[src/rtl/base_transpose_stream.sv]
`default_nettype none
// ============================================================================
// Module      : base_transpose_stream
// Description : Double-banked streaming matrix transpose. Rows of cs elements
//               fill one bank while columns of rs elements drain the other.
// Revision    : 1.0 - initial release
// ============================================================================

module base_transpose_stream #(
    parameter int w  = 1,
    parameter int rs = 2,
    parameter int cs = 2
) (
    input  logic              clk,
    input  logic              reset_n,
    input  logic              i_v,
    output logic              i_r,
    input  logic [0:w*cs-1]   i_d,
    output logic              o_v,
    input  logic              o_r,
    output logic [0:w*rs-1]   o_d,
    output logic              o_last
);

    // Counter widths stay at least one bit so rs == 1 / cs == 1 remain legal.
    localparam int c_rw = (rs > 1) ? $clog2(rs) : 1;
    localparam int c_cw = (cs > 1) ? $clog2(cs) : 1;

    localparam logic [c_rw-1:0] c_row_last = c_rw'(rs - 1);
    localparam logic [c_cw-1:0] c_col_last = c_cw'(cs - 1);
    localparam logic [c_rw-1:0] c_row_one  = c_rw'(1);
    localparam logic [c_cw-1:0] c_col_one  = c_cw'(1);

    logic [0:w-1]      r_mem [0:1][0:rs-1][0:cs-1];
    logic [1:0]        r_full;
    logic              r_wptr;
    logic              r_rptr;
    logic [c_rw-1:0]   r_row;
    logic [c_cw-1:0]   r_col;

    logic              w_wr;
    logic              w_rd;
    logic              w_wr_last;
    logic              w_rd_last;

    assign i_r       = reset_n & ~r_full[r_wptr];
    assign o_v       = reset_n & r_full[r_rptr];
    assign o_last    = o_v & (r_col == c_col_last);

    assign w_wr      = i_v & i_r;
    assign w_rd      = o_v & o_r;
    assign w_wr_last = w_wr & (r_row == c_row_last);
    assign w_rd_last = w_rd & (r_col == c_col_last);

    // Pointers, counters and full flags. A bank can only be filled while it
    // is empty and only drained while it is full, so the set and clear of the
    // full flags never target the same bank in one cycle.
    always_ff @(posedge clk) begin
        if (!reset_n) begin
            r_full <= 2'b00;
            r_wptr <= 1'b0;
            r_rptr <= 1'b0;
            r_row  <= '0;
            r_col  <= '0;
        end else begin
            if (w_wr) begin
                if (w_wr_last) begin
                    r_row  <= '0;
                    r_wptr <= ~r_wptr;
                end else begin
                    r_row  <= r_row + c_row_one;
                end
            end

            if (w_rd) begin
                if (w_rd_last) begin
                    r_col  <= '0;
                    r_rptr <= ~r_rptr;
                end else begin
                    r_col  <= r_col + c_col_one;
                end
            end

            if (w_wr_last) begin
                r_full[r_wptr] <= 1'b1;
            end
            if (w_rd_last) begin
                r_full[r_rptr] <= 1'b0;
            end
        end
    end

    // Storage is deliberately left out of reset; the full flags gate its use.
    always_ff @(posedge clk) begin
        if (w_wr) begin
            for (int r = 0; r < rs; r++) begin
                if (r_row == c_rw'(r)) begin
                    for (int c = 0; c < cs; c++) begin
                        r_mem[r_wptr][r][c] <= i_d[c*w +: w];
                    end
                end
            end
        end
    end

    generate
        for (genvar gr = 0; gr < rs; gr++) begin : g_row
            logic [0:w-1] w_elem;

            always_comb begin
                w_elem = '0;
                for (int c = 0; c < cs; c++) begin
                    if (r_col == c_cw'(c)) begin
                        w_elem = r_mem[r_rptr][gr][c];
                    end
                end
            end

            assign o_d[gr*w +: w] = w_elem;
        end
    endgenerate

endmodule

`default_nettype wire

[config.mk]
export PLATFORM = sky130hd
export DESIGN_NAME = base_transpose_stream
export DESIGN_NICKNAME = d
export VERILOG_FILES = /design/src/rtl/base_transpose_stream.sv
export SDC_FILE = /design/constraint.sdc
export NUM_CORES = 1
export LEC_CHECK = 0
export CELL_PAD_IN_SITES_DETAIL_PLACEMENT = 0
export CELL_PAD_IN_SITES_GLOBAL_PLACEMENT = 1
export CORE_MARGIN = 2
export CORE_UTILIZATION = 39
export CTS_CLUSTER_DIAMETER = 80
export DETAILED_ROUTE_END_ITERATION = 6
export MAX_ROUTING_LAYER = met4
export PLACE_DENSITY = 0.82
export SLEW_MARGIN = 20
export SYNTH_ARGS = -nofsm -noshare
export SYNTH_HDL_FRONTEND = slang
export SYNTH_SLANG_ARGS = --single-unit
export TNS_END_PERCENT = 10
[constraint.sdc]
create_clock -name clk -period 1.62 [get_ports clk]
set_input_delay 0.243 -clock clk [delete_from_list [all_inputs] [get_ports clk]]
set_output_delay 0.243 -clock clk [all_outputs]
set_load 0.1 [all_outputs]
==> key figures, run 1 <==
Yosys
  – Synth area leader: edfxtp_1
  – Sequential fraction of the synthesis area: 59.5%
  – Syn avg cell area: 11.8 µm²
  – Post-synthesis adder-cell area fraction: 0%
  – Syn. warnings: 0
  – Post-Synthesis Cells: 54
  – Share of the synthesized area in the top cell type: 37.6%
  – Synthesized net count: 60
  – Synth Register Bits: 15
  – Xor/xnor cell area share of the yosys netlist: 0%
  – Compound-Gate Fraction of Synth Area: 8.02%
  – Area share of and/or/nand/nor cells after synthesis: 17.2%
  – Mux contribution to synthesized area: 11.7%
  – Cell variety after synth: 19
  – Top cells by area, synth: edfxtp_1 (38%), dfxtp_1 (22%), mux4_2 (7.0%)
  – Largest family of logic cells by synthesized area: simple AND/OR/NAND/NOR gates
  – Mapped Area: 639 µm²

Place
  – Gpl congestion: 0.691
  – Detail Placement HPWL: 876 µm
  – Placed cell area: 865 µm²
  – Dpl cells: 85
  – PortBufs: 10

Timing
  – Unrepaired setup endpoints after global routing: true
  – Hold_ws: 0.517 ns
  – Final min period: 1.60 ns
  – Final hold violation count: 0
  – Final number of max-transition violations: 0
  – Finish-stage setup viols: 0
  – Crit share post-route: 98.7%
  – Relative slew slack: 82.1%
  – Tightest Pin Transition: 0.265 ns
  – Fmax: 0.626 GHz
  – Skew final: 0.00130 ns

Routing
  – DR iter-0 viols: 2
  – ANT nets after route: 0
  – Vias per cell: 5.04
  – DR vias: 449
  – Drt pass-1 iters: 2
  – Drt wl/cell: 12.5 µm
  – Detailed Route WL: 1.12 mm
  – Residual DRC: 0

Clock tree
  – Hold_buf cts: 0
  – Clock buffer depth: 2
  – Clock tree sinks: 15
  – CTS tree: yes
  – CTS Buf Count: 3
  – CTS clock-pin slew for the worst setup and hold paths: 0.09 ns
  – Skew-Pair Late Insertion Delay: 0.28 ns
  – H-tree levels: 1
  – Root buffer cell: clkbuf_4

Setup path
  – Critical Path Source Type: register
  – Delay of the slowest cell on the worst path: 0.53 ns
  – Critical-path top delay cell: mux4_2
  – Crit-path leading delay family: multiplexers
  – Critical path class: register to output port
  – Crit. End Element: output port
  – CP Buf/Inv Count: 1
  – CP cell instances: mux4_2, buf_12
  – CP Max Fanout: 2
  – Worst endpoint required time: 1.38 ns
  – Crit path DAT: 1.36 ns

Global route
  – Gr ovfl total: 0
  – Largest net degree at the start of global routing: 10
  – Antenna violations before repair: 0
  – GRT Total Usage: 13.7%
  – Vias in the first global route: 435
  – First-pass GRT wire length: 1.81 mm

Power and ir drop
  – Total Power: 0.000793 W
  – PD cells: 887 nW/µm²
  – Leak Pwr: 0.322 nW
  – Max IR drop VDD: 495 µV

Floorplanning
  – Vert. Die Dim: 44.5 µm
  – Core Rows: 14
  – Die width: 44.5 µm
  – Initial core utilization: 42.0%
  – Core area: 1520 µm²
  – Die ar.: 1980 µm²
  – Io pins: 11

Finish
  – Final #Nets: 80
  – Layout cells sized above 1: 37.0%
  – Area of all placed cells without fillers: 895 µm²
  – Filler cells: 130
  – Area delta synth->final: 39.9%
  – # diodes: 0
  – Fin util: 58.7%
  – Non-Filler Instances: 89

Flow run
  – MaxCap Viol Count: 0

Run status
  – Status: finished, final reports clean

Worst hold path
  – Type of the most critical hold path: register to register
==> cell usage in the layout (no fill, tap or decap) <==
cell type,instances
dfxtp_2,5
mux4_2,2
and2_1,1
a21oi_1,5
or3_1,2
clkdlybuf4s50_1,5
mux2i_1,2
nor2_4,1
and4bb_2,1
edfxtp_1,8
and2_4,1
clkbuf_4,3
o21ai_0,4
buf_12,5
inv_1,2
nand2_1,7
buf_4,7
nor4_1,1
a31oi_1,1
nand3_1,1
nand2b_1,1
nor4b_1,1
clkinv_2,1
dfxtp_1,2
nor2_1,2
nand4b_1,1
mux2i_2,1
==> state kept, by name (all words and copies together), names as in the netlist, named ones only <==
signal,cells
r_wptr,1
r_rptr,1
r_col,1
r_row,1
r_mem,8
r_full,2
==> per-layer routing <==
layer / GRT usage [%] / wire (µm) / vias up
met5: - / 0 / -
met2: 20.6 / 526 / 5
li1: - / - / 239
met4: 9.09 / 15 / 0
met1: 15.5 / 535 / 203
met3: 4.08 / 37 / 2
==> cells in the mapped netlist <==
library cell,count
a21oi_1,5
a31oi_1,1
and2_1,2
and4bb_2,1
buf_4,2
dfxtp_1,7
edfxtp_1,8
inv_1,2
mux2i_1,3
mux4_2,2
nand2_1,7
nand2b_1,1
nand3_1,1
nand4b_1,1
nor2_1,3
nor4_1,1
nor4b_1,1
o21ai_0,4
or3_1,2
==> cell type report <==
| class | count | area [µm²] | share of cell area [%] |
|---|---|---|---|
| Clock buffer | 3 | 22.5 | 2.52 |
| Clock inverter | 1 | 5.00 | 0.559 |
| Inverter | 2 | 7.51 | 0.839 |
| Multi-Input combinational cell | 35 | 250 | 28.0 |
| Sequential cell | 15 | 387 | 43.2 |
| Tap cell | 16 | 20.0 | 2.24 |
| Timing Repair Buffer | 17 | 203 | 22.7 |
==> report_power, final <==
part | switching [W] | leakage [nW] | total (W) | internal [W]
combinational | 0.0000848 | 0.173 | 0.000152 | 0.0000677
clock | 0.000117 | 0.0177 | 0.000208 | 0.0000915
sequential | 0.0000168 | 0.132 | 0.000433 | 0.000416
==> path summary, 6_finish.rpt <==
| check | start | end | slack, ns | depth (start not counted) |
|---|---|---|---|---|
| max | register | o_d[1] | 0.02 | 2 |
| min reg2reg | r_rptr | r_rptr | 0.52 | 2 |
| min | r_rptr | r_rptr | 0.52 | 2 |
| max reg2reg | r_row | r_mem[0][0] | 0.30 | 3 |
==> worst register-to-register path: stages (launching register included) <==
cell	delay [ns]
dfxtp_1	0.44
nand2_1	0.09
or3_1	0.33
nor2_1	0.16
==> cells by family (layout without fill, tap and decap cells) <==
group           count (synthesis)  after routing
simple gates                   20             20
flops                          15             15
compound gates                 10             10
mux                             5              5
buf+inv                         4             23
==> timing repair <==
item	4_1_cts	5_1_grt
setup buffers	0	0
endpoints found under the setup margin	2	3
gates resized for setup	1	1
==> stage by stage <==
stage	setup slack, ns	TNS [ns]
floorplan	-0.0817	-0.0817
finish	0.0216	0
global placement	-0.00304	-0.00608
CTS	0.00560	0
global route	-0.0237	-0.0465
detailed placement	-0.000614	-0.00123
No activity file was read; power rests on OpenSTA's default activity.
==> inputs of run 2 (changes only) <==
CAP_MARGIN = 0   (was unset)
CORE_UTILIZATION = 35   (was 39)
PLACE_DENSITY = 0.78   (was 0.82)
clock period = 1.4 ns   (was 1.62 ns; I/O delays follow)
==> run 2 against run 1 <==
Compared with the run above: the run now ends with negative setup slack left; combinational power grew 28%; clock skew grew 0.0067 ns; clock-buffer cell count is the same; final area grew 5.6%; first-iteration DRC count grew to 3.0 times the previous value; clock power grew 18%; routed wire length grew 7.4%; worst hold slack gained 0.022 ns; setup slack lost 0.20 ns; global-route usage shrank 0.11 points.
==> key figures, run 2 (same netlist as run 1, synthesis figures left out) <==
Run status
  – Status: finished, violations left
  – Violated checks: negative setup slack

Setup path
  – Critical path class: register to output port
  – Crit-path leading delay family: multiplexers
  – CP cell instances: mux4_2, buf_12
  – Critical-path top delay cell: mux4_2
  – CP Buf/Inv Count: 1
  – Worst endpoint required time: 1.19 ns
  – CP Max Fanout: 2
  – Crit. End Element: output port
  – Critical Path Source Type: register
  – Delay of the slowest cell on the worst path: 0.53 ns
  – Crit path DAT: 1.37 ns

Timing
  – Setup_tns: -0.618 ns
  – Unrepaired setup endpoints after global routing: true
  – Relative slew slack: 79.9%
  – Skew final: 0.00800 ns
  – Final hold violation count: 0
  – Tightest Pin Transition: 0.297 ns
  – Final number of max-transition violations: 0
  – Fmax: 0.632 GHz
  – Crit share post-route: 113%
  – Final min period: 1.58 ns
  – Finish-stage setup viols: 5
  – Fin worst setup slack: -0.183 ns

Finish
  – Area of all placed cells without fillers: 945 µm²
  – Largest regs: r_mem: 8 flops, r_full: 2 flops
  – Max reg flops: 8
  – # diodes: 0
  – Largest Register: r_mem
  – Non-Filler Instances: 100
  – Filler cells: 176
  – Most frequent cells in the layout: buf_4 (8), edfxtp_1 (8), nand2_1 (7)
  – Fin util: 54.7%
  – Register area: 392 µm²
  – Layout cells sized above 1: 41.3%
  – Area delta synth->final: 47.7%
  – Area of the multi-input gates: 265 µm²
  – Final #Nets: 82

Floorplanning
  – Vert. Die Dim: 46.7 µm
  – Io pins: 11
  – Core Rows: 15
  – Core area: 1730 µm²
  – Die ar.: 2180 µm²
  – Die width: 46.7 µm
  – Initial core utilization: 37.0%

Global route
  – First-pass GRT wire length: 1.92 mm
  – Gr ovfl total: 0
  – Largest net degree at the start of global routing: 10
  – Antenna violations before repair: 0
  – Vias in the first global route: 466
  – GRT Total Usage: 13.6%

Routing
  – Residual DRC: 0
  – Drt pass-1 iters: 2
  – Drt wl/cell: 12.0 µm
  – DR iter-0 viols: 6
  – DR vias: 485
  – ANT nets after route: 0
  – Vias per cell: 4.85
  – Detailed Route WL: 1.20 mm

Power and ir drop
  – Flop pwr share: 53.0%
  – Net Switching: 0.000262 W
  – Part of the total power dissipated in the clock network: 26.2%
  – Gate power share: 20.8%
  – Switch share: 28.0%
  – Leak Pwr: 0.338 nW
  – PD cells: 991 nW/µm²
  – Max IR drop VDD: 475 µV
  – Int Pwr: 0.000674 W

Place
  – Detail Placement HPWL: 898 µm
  – Placed cell area: 891 µm²
  – Dpl cells: 96
  – Gpl congestion: 0.726
  – PortBufs: 10

Clock tree
  – Root buffer cell: clkbuf_4
  – H-tree levels: 1
  – CTS clock-pin slew for the worst setup and hold paths: 0.09 ns
  – CTS tree: yes
  – CTS Buf Count: 3
  – Clock buffer depth: 2
  – Skew-Pair Late Insertion Delay: 0.28 ns
  – Clock tree sinks: 15
  – Hold_buf cts: 0
  – Postcts setup bufs: 0

Worst hold path
  – Type of the most critical hold path: register to register

Flow run
  – MaxCap Viol Count: 0
## run 2: timing repair
| item | CTS | global route |
|---|---|---|
| endpoints found under the setup margin | 5 | 5 |
| gates resized for setup | 6 | 2 |
| pin swaps | 1 | 0 |
| hold endpoints to repair | 0 | 0 |
## run 2: layout make-up
type	count	share of cell area, %
clock inverter	1	0.530
inverter	2	0.795
multi-input combinational	35	28.1
timing repair buffer	19	23.4
clock buffer	3	2.38
sequential	15	41.5
tap	25	3.31
## run 2: path summary, 6_finish.rpt
path | from | to | slack, ns | depth (start not counted)
hold / removal | r_wptr | r_wptr | 0.54 | 2
setup reg to reg | r_row | r_mem[1][3] | 0.15 | 3
setup / recovery | register | o_d[0] | -0.18 | 2
hold reg to reg | r_wptr | r_wptr | 0.54 | 2
## run 2: metal layers
metal	routed length, µm	GRT usage (%)	up-vias
li1	-	-	242
met1	556	15.4	230
met2	582	21.4	9
met3	35	3.46	4
met4	24	8.33	0
met5	0	-	-
## run 2: through the flow
step	total power [W]	worst slack, ns	hold WS, ns
after global placement	0.000692	-0.179	0.505
after CTS	0.000935	-0.198	0.543
after floorplan	0.000610	-0.269	0.309
after detailed placement	0.000695	-0.194	0.508
final	0.000936	-0.183	0.539
after global routing	0.000973	-0.225	0.576
## run 2: power groups by stage
stage / Sequential (W) / Combinational (W) / Clock, W
6_report: 0.000496 / 0.000194 / 0.000245
5_1_grt: 0.000499 / 0.000206 / 0.000268
4_1_cts: 0.000496 / 0.000191 / 0.000249
3_5_place_dp: 0.000507 / 0.000188 / 0
3_3_place_gp: 0.000506 / 0.000186 / 0
2_1_floorplan: 0.000505 / 0.000105 / 0
## run 2: worst reg2reg max path, cell delays in order (launching register included)
cell and delay (ns):
dfxtp_1 0.32, buf_4 0.15, nor4b_1 0.33, buf_4 0.18
